`config.mk`:
```
export PLATFORM = sky130hd
export DESIGN_NAME = seg7_scan_driver
export DESIGN_NICKNAME = d
export VERILOG_FILES = /design/src/rtl/seg7_pkg.sv /design/src/rtl/seg7_hex_decode.sv /design/src/rtl/seg7_scan_driver.sv
export SDC_FILE = /design/constraint.sdc
export NUM_CORES = 1
export LEC_CHECK = 0
export BUFFER_PORTS_ARGS = -buffer_cell sky130_fd_sc_hd__buf_2
export CORE_UTILIZATION = 60
export DETAILED_ROUTE_END_ITERATION = 8
export GPL_TIMING_DRIVEN = 0
export MAX_ROUTING_LAYER = met4
export PLACE_DENSITY = 0.83
export SLEW_MARGIN = 25
export SYNTH_ARGS = -nofsm -noshare
export SYNTH_HDL_FRONTEND = slang
export SYNTH_SLANG_ARGS = --single-unit
```
`constraint.sdc`:
```
create_clock -name clk -period 4.45 [get_ports clk]
set_clock_uncertainty 0.2 [all_clocks]
set_input_delay 0.89 -clock clk [delete_from_list [all_inputs] [get_ports clk]]
set_output_delay 0.89 -clock clk [all_outputs]
set_load 0.1 [all_outputs]
```
`src/rtl/seg7_pkg.sv`:
```
// Shared definitions for the 7-segment scan driver: the blank segment code,
// the active-low hex glyph table and a lookup helper.
package seg7_pkg;

  // All segments off (active-low), bit order {g,f,e,d,c,b,a}.
  localparam logic [6:0] SEG_OFF = 7'h7F;

  // Active-low glyphs for 0..F, entry n selected as SEG_GLYPHS[n].
  // Lower-case b and d keep them distinguishable from 8 and 0.
  localparam logic [15:0][6:0] SEG_GLYPHS = {
    7'b0001110,  // F
    7'b0000110,  // E
    7'b0100001,  // d
    7'b1000110,  // C
    7'b0000011,  // b
    7'b0001000,  // A
    7'b0010000,  // 9
    7'b0000000,  // 8
    7'b1111000,  // 7
    7'b0000010,  // 6
    7'b0010010,  // 5
    7'b0011001,  // 4
    7'b0110000,  // 3
    7'b0100100,  // 2
    7'b1111001,  // 1
    7'b1000000   // 0
  };

  // Nibble to active-low segment pattern.
  function automatic logic [6:0] seg7_hex(input logic [3:0] nibble);
    return SEG_GLYPHS[nibble];
  endfunction

endpackage

```
`src/rtl/seg7_hex_decode.sv`:
```
// Combinational hex nibble to active-low 7-segment decoder.
module seg7_hex_decode
  import seg7_pkg::*;
(
  input  logic [3:0] nibble,
  output logic [6:0] seg
);

  // Pure table lookup; no state.
  always_comb begin
    seg = seg7_hex(nibble);
  end

endmodule

```
`src/rtl/seg7_scan_driver.sv`:
```
// Time-multiplexed driver for an N-digit common-anode 7-segment display.
// A prescaler produces PWM ticks; each digit owns a slot of 2**PWM_BITS
// ticks whose first tick is dark dead-time against ghosting. Display inputs
// are snapshotted once per frame so a frame never shows mixed data.
// Optional build macro: LEADING_ZERO_BLANK_EN (darken digits above the most
// significant nonzero nibble; digit 0 always shows).
//
// frame_start is a strobe, not a handshake: it is high for exactly one clk
// cycle, the first cycle of every frame (index 0, PWM step 0, prescaler 0),
// and the inputs present in that cycle are the ones captured for the frame.
// There is no back-pressure; the consumer simply observes the pulse.
module seg7_scan_driver
  import seg7_pkg::*;
#(
  parameter int NUM_DIGITS = 4,
  parameter int CLK_DIV    = 50000,
  parameter int PWM_BITS   = 4
) (
  input  logic                      clk,
  input  logic                      clr,
  input  logic [4*NUM_DIGITS-1:0]   value,
  input  logic [NUM_DIGITS-1:0]     dp_in,
  input  logic [NUM_DIGITS-1:0]     blank,
  input  logic [PWM_BITS-1:0]       brightness,
  output logic [6:0]                a_to_g,
  output logic                      dp,
  output logic [NUM_DIGITS-1:0]     an,
  output logic                      frame_start
);

  localparam int IDX_W = (NUM_DIGITS > 1) ? $clog2(NUM_DIGITS) : 1;
  localparam int PRE_W = $clog2(CLK_DIV);

  localparam logic [PRE_W-1:0]    PRE_LAST  = PRE_W'(CLK_DIV - 1);
  localparam logic [PWM_BITS-1:0] STEP_LAST = '1;
  localparam logic [IDX_W-1:0]    IDX_LAST  = IDX_W'(NUM_DIGITS - 1);

  // Scan state.
  logic [PRE_W-1:0]    pre_cnt;
  logic [PWM_BITS-1:0] step;
  logic [IDX_W-1:0]    idx;

  // Frame snapshot of the display inputs.
  logic [4*NUM_DIGITS-1:0] value_s;
  logic [NUM_DIGITS-1:0]   dp_s;
  logic [NUM_DIGITS-1:0]   blank_s;
  logic [PWM_BITS-1:0]     bright_s;

  // Derived timing events.
  logic tick;
  logic step_wrap;
  logic frame_first;

  // Per-digit display enable after leading-zero suppression.
  logic [NUM_DIGITS-1:0] keep;

  // Selected-digit view of the snapshot.
  logic [3:0]            sel_nib;
  logic                  sel_dp;
  logic                  sel_blank;
  logic                  sel_keep;
  logic                  lit;
  logic [6:0]            dec_seg;
  logic [NUM_DIGITS-1:0] an_next;

  assign tick        = (pre_cnt == PRE_LAST);
  assign step_wrap   = tick && (step == STEP_LAST);
  assign frame_first = (pre_cnt == '0) && (step == '0) && (idx == '0);

  // Gated by clr so the strobe stays low while the scan is held in reset.
  assign frame_start = frame_first && !clr;

  // Prescaler: counts 0..CLK_DIV-1, tick on the terminal count.
  always_ff @(posedge clk) begin
    if (clr) begin
      pre_cnt <= '0;
    end else if (tick) begin
      pre_cnt <= '0;
    end else begin
      pre_cnt <= pre_cnt + PRE_W'(1);
    end
  end

  // PWM step: advances once per tick and wraps naturally at 2**PWM_BITS.
  always_ff @(posedge clk) begin
    if (clr) begin
      step <= '0;
    end else if (tick) begin
      step <= step + PWM_BITS'(1);
    end
  end

  // Digit index: advances when the PWM step wraps, NUM_DIGITS-1 -> 0.
  always_ff @(posedge clk) begin
    if (clr) begin
      idx <= '0;
    end else if (step_wrap) begin
      idx <= (idx == IDX_LAST) ? '0 : idx + IDX_W'(1);
    end
  end

  // Snapshot: loaded in the first cycle of each frame, including the first
  // cycle after clr releases, since reset leaves the scan at that point.
  always_ff @(posedge clk) begin
    if (clr) begin
      value_s  <= '0;
      dp_s     <= '0;
      blank_s  <= '0;
      bright_s <= '0;
    end else if (frame_first) begin
      value_s  <= value;
      dp_s     <= dp_in;
      blank_s  <= blank;
      bright_s <= brightness;
    end
  end

`ifdef LEADING_ZERO_BLANK_EN
  // A digit is kept if it or any more significant nibble is nonzero;
  // digit 0 is always kept so a zero value still shows a single "0".
  always_comb begin
    logic any_above;
    keep      = '0;
    any_above = 1'b0;
    for (int i = NUM_DIGITS - 1; i >= 0; i--) begin
      any_above = any_above | (|value_s[4*i +: 4]);
      keep[i]   = any_above || (i == 0);
    end
  end
`else
  // Without suppression every digit is eligible; blank_s still applies.
  always_comb begin
    keep = '1;
  end
`endif

  // Select the current digit's nibble, dp, blank and keep bits.
  always_comb begin
    sel_nib   = '0;
    sel_dp    = 1'b0;
    sel_blank = 1'b0;
    sel_keep  = 1'b0;
    for (int i = 0; i < NUM_DIGITS; i++) begin
      if (idx == IDX_W'(i)) begin
        sel_nib   = value_s[4*i +: 4];
        sel_dp    = dp_s[i];
        sel_blank = blank_s[i];
        sel_keep  = keep[i];
      end
    end
  end

  // Lit rule: step 0 is dead-time; steps 1..bright_s are on.
  always_comb begin
    lit = (step != '0) && (step <= bright_s) && !sel_blank && sel_keep;
  end

  // Active-low anode vector: at most one bit low, only while lit.
  always_comb begin
    an_next = '1;
    for (int i = 0; i < NUM_DIGITS; i++) begin
      if (lit && (idx == IDX_W'(i))) begin
        an_next[i] = 1'b0;
      end
    end
  end

  seg7_hex_decode u_hex_decode (
    .nibble (sel_nib),
    .seg    (dec_seg)
  );

  // Output registers: one clk behind the scan state, dark in reset.
  always_ff @(posedge clk) begin
    if (clr || !lit) begin
      a_to_g <= SEG_OFF;
      dp     <= 1'b1;
      an     <= '1;
    end else begin
      a_to_g <= dec_seg;
      dp     <= ~sel_dp;
      an     <= an_next;
    end
  end

endmodule

```
Word level (Yosys, flattened, before mapping):

Memory sizes are Yosys's and may differ from the RTL's. A register that Yosys moved wholly into a read port is not among the register bits.
Cells that the tools add are included.

* bits in registers: 55
* bits in read-only memories: 112
* bits of input ports: 30
* output and inout bits: 13
* word-level logic and storage cells: 61
* memories kept: 1

* $add $sub $neg: 3
* order comparisons: 1
* eq/ne operators: 5
* muxes and demuxes: 21
* bitwise logic cells: 1
* reduce and logical (&&, ||, !) cells: 20

Memories
* (no name shown): words 16, bits a word 7, read ports 1, clocked after Yosys merged registers in 1, wr ports 0, RTL line seg7_pkg.sv:31 `return SEG_GLYPHS[nibble];`

Operators by type and width (count)
* adder 16 x 1 -> 16 bit (second input constant): 1
* equality test 16 bit (second input constant): 1
* logical NOT 16 bit: 1
* 2-to-1 mux 1 bit: 16
* 2-to-1 mux 4 bit: 4
* logical AND 1 bit: 11
* adder 4 x 1 -> 4 bit (second input constant): 1
* equality test 2 bit (second input constant): 2
* equality test 4 bit (second input constant): 1
* less-or-equal comparator 4 bit: 1
* logical NOT 4 bit: 1
* nonzero test 4 bit: 1
* logical NOT 1 bit: 3
* adder 2 x 1 -> 2 bit (second input constant): 1
* equality test 2 x 1 -> 1 bit (second input constant): 1
* logical NOT 2 bit: 1
* 2-to-1 mux 2 bit: 1
* OR reduction 2 bit: 1
* logical OR 1 bit: 1
* inverter 1 bit: 1

Depth between registers and ports, before layout:

* depth after elaboration: 10
* mapped depth: 10
* gate-level depth less buffers: 10

Cells and area by module:

Synthesis repeated with hierarchy kept, for this count alone.

* cell total of the unflattened synthesis: 377
* area, all modules: 3108.0 sq um

Modules (own cells, without submodules)
* seg7_scan_driver: times used 1, cells each 342, area each 2860.2 sq um, seq. area each 1241.2 sq um
* seg7_hex_decode: times used 1, cells each 35, area each 247.7 sq um, seq. area each 0.0 sq um

Worst setup path before layout:

No wires, ideal clock.

* kind: input-to-output
* start point: in clr
* end point: out frame_start
* arrival: 3.991 ns
* data required time: 3.360 ns
* slack: -0.631 ns
* stages: 2
* path buffers: 1
* path through: clkbuf_1 nor4_1

* cells in the longest elaborated chain, start to end: 2

Ends and longest elaborated chain
* start, declared: RTL line seg7_scan_driver.sv:20 `input logic clr,`
* logical NOT 1 bit: RTL line seg7_scan_driver.sv:71 `assign frame_start = frame_first && !clr;`
* logical AND 1 bit: RTL line seg7_scan_driver.sv:71
* end, declared: RTL line seg7_scan_driver.sv:28 `output logic frame_start`

No other way between the ends.

Final worst setup path:

* start point: reg idx[0]
* end point: out frame_start

* cells in the longest elaborated chain, start to end: 3

Ends and longest elaborated chain
* start, declared: RTL line seg7_scan_driver.sv:41 `logic [IDX_W-1:0] idx;`
* start signal, assigned: RTL line seg7_scan_driver.sv:98 `idx <= (idx == IDX_LAST) ? '0 : idx + IDX_W'(1);`
* logical NOT 2 bit: RTL line seg7_scan_driver.sv:68 `assign frame_first = (pre_cnt == '0) && (step == '0) && (idx == '0);`
* logical AND 1 bit: RTL line seg7_scan_driver.sv:68
* logical AND 1 bit: RTL line seg7_scan_driver.sv:71

No other way between the ends.

==> impl_metrics.ini <==
[run_status]
status = finished clean

[synth]
ys_seq_elements = 62
synth_edf_count = 0
avgSynthCellArea_um2 = 8.63
ys_top_cells_by_area = dfxtp_1 (41%), ha_1 (7.4%), nand2_1 (6.3%)
syn_area_um2 = 3030
async_flop_share_pct = 0
synthFlopType = dfxtp_1
synth.yosys.seq_area_share_pct = 41.0
synth_top_area_cell = dfxtp_1
synth_most_common_cell = dfxtp_1
synth_nets = 399
netlist_instances = 351
synth_cell_type_count = 46
ys_warn_count = 0
ys_top_cells_by_count = dfxtp_1 (62), nand2_1 (51), nor2_1 (32), a21oi_1 (24), inv_1 (22)
netlist.area_leader.share_pct = 41.0

[global_route]
track_usage_pct = 26.8
antenna_found_initial = 0
grt_pass1_vias = 2382
grt_pass1_wl_um = 10700
grt_overflow = 0
grt_max_degree = 11

[power_and_ir_drop]
switching_share_pct = 28.1
p_clk_share_pct = 35.5
p_int_mw = 0.868
irDropWorstVdd_uv = 260
p_per_area_nw_per_um2 = 345
p_sw_mw = 0.340
p_leak_nw = 1.35
p_seq_share_pct = 49.7
comb_power_share_pct = 14.8

[clocking]
tritoncts.num_buffers = 9
h-tree-depth = 3
cts_setup_buffers = 0
cts_tree = built
cts.sinks = 62
clock-root-buffer = clkbuf_8
clk_latency_ns = 0.33
cts_resized = 0
hold_buffers = 0
path_clk_slew_ns = 0.07
cts.path.max_buffers = 2

[floorplan]
design.portCount = 43
initial_core_util_pct = 63.3
die_y_um = 73.1
die-width_um = 73.1
num_rows = 25
core_um2 = 4790
die_area_um2 = 5340

[placed_design]
io_buffers = 42
place.gp.congestion = 0.872
placed_cells = 460
dp_hpwl_um = 4790
pre_cts_ws_ns = 1.34

[flow_run]
cap_violations = 0

[final_layout]
fin_cells = 476
utilization_pct = 73.1
layout.nets = 452
area_growth_pct = 15.4
antennaDiodeCount = 0
final_layout_size_suffix_gt1_share_pct = 26.4

[worst_setup_path]
crit_fanout = 6
worstSetupPathType = flip-flop to output pin
arrival_ns = 2.29
start_kind = flip-flop
cp-end-kind = output pin
critical_path_required_ns = 3.36
worst-r2r-cell-count = 10

[routing]
dr_total_vias = 2543
drc_errors = 0
dr.pass1.iters = 4
drtIter0Drc = 125
wirelength_um = 6440
wl_per_cell_um = 13.5
postRouteAntennaNets = 0
via_per_inst = 5.34

[sta]
tightest_slew_ns = 0.797
fmax_mhz = 296
relSlewSlack_pct = 46.9
hold_slack_ns = 0.256
slew_viol_final = 0
setup_tns_ns = 0
timing.final.setup_violations = 0
hold_viol = 0
finalCriticalPeriod_ns = 3.38
timing.final.crit_share_pct = 75.8
setup_slack_ns = 1.07
rsz0062_at_grt = no

[hold_path]
hold_path.class = flip-flop to flip-flop
whs_path_depth = 2
-- routing by layer --
layer / vias up / global-route usage (%) / wire (µm)
li1: 1289 / - / -
met1: 1193 / 32.0 / 2890
met2: 51 / 45.2 / 3250
met3: 10 / 4.01 / 210
met4: 0 / 10.7 / 93
met5: - / - / 0
-- cell usage in the layout, fill, tap and decap left out, types with 4 or more instances in the layout --
cell type  synthesis  layout
a21oi_1           24      24
a21oi_2           12      12
buf_2              5      47
buf_6              5       5
clkbuf_1           4       6
clkbuf_8           0      10
dfxtp_1           62      62
ha_1              18      18
inv_1             22      22
mux2i_1            4       4
nand2_1           51      51
nand2_2           21      21
nand3_1           11      11
nand3b_1           4       4
nand4_1            4       4
nor2_1            32      32
nor3_1             7       7
nor3b_1            4       4
o21ai_0            6       6
o221ai_1           4       4
xnor2_1           12      12
xor2_1             5       5
-- per-stage QoR --
stage               instance area, µm²  total power [mW]
global route                      3500              1.25
CTS                               3500              1.21
floorplan                         3040             0.743
detailed placement                3330             0.791
finish                            3500              1.21
global placement                  3330             0.784
-- cell families (layout without fill, tap and decap cells) --
| group | after synthesis | after routing | synth area share [%] |
|---|---|---|---|
| muxes | 4 | 4 | 1.32 |
| adders and majority gates | 18 | 18 | 7.43 |
| xor gates and xnor gates | 17 | 17 | 4.91 |
| AOI/OAI and AO/OA | 60 | 60 | 13.7 |
| buffers and inverters | 37 | 95 | 6.15 |
| and+or+nand+nor | 153 | 153 | 25.6 |
| DFF | 62 | 62 | 41.0 |
-- sequential cells by signal, summed over array words and instances, names as in the netlist --
| name | count |
|---|---|
| a_to_g | 7 |
| idx | 2 |
| dp | 1 |
| pre_cnt | 16 |
| step | 4 |
| dp_s | 4 |
| blank_s | 4 |
| bright_s | 4 |
| an | 4 |
| value_s | 16 |
-- worst max-delay path, stage by stage (launching register included) --
cell and delay [ns]:
dfxtp_1 0.36, inv_1 0.09, ha_1 0.27, nor4b_2 0.24
nand3b_1 0.21, nor4_2 0.30, buf_2 0.48
-- area by class of cell --
class	count	area, µm²
multi-input cells	252	1610
clock buffers	12	145
well taps	67	83.8
clock inverters	4	22.5
repair buffers	42	210
fillers	374	1290
plain buffers	15	104
flip-flops and latches	62	1240
inverters	22	82.6
-- final timing paths --
path,slack (ns),end,startpoint
min,0.26,value_s[3],value_s[3]
max,1.07,frame_start,idx[0]
max reg2reg,1.46,a_to_g[3],idx[0]
min reg2reg,0.26,value_s[3],value_s[3]
-- power by group through the flow --
stage | logic (mW) | registers, mW | clock network (mW)
6_report | 0.179 | 0.600 | 0.429
5_1_grt | 0.196 | 0.603 | 0.455
4_1_cts | 0.179 | 0.600 | 0.430
3_5_place_dp | 0.178 | 0.613 | 0
3_3_place_gp | 0.172 | 0.611 | 0
2_1_floorplan | 0.136 | 0.607 | 0
(Power assumes the default switching activity.)
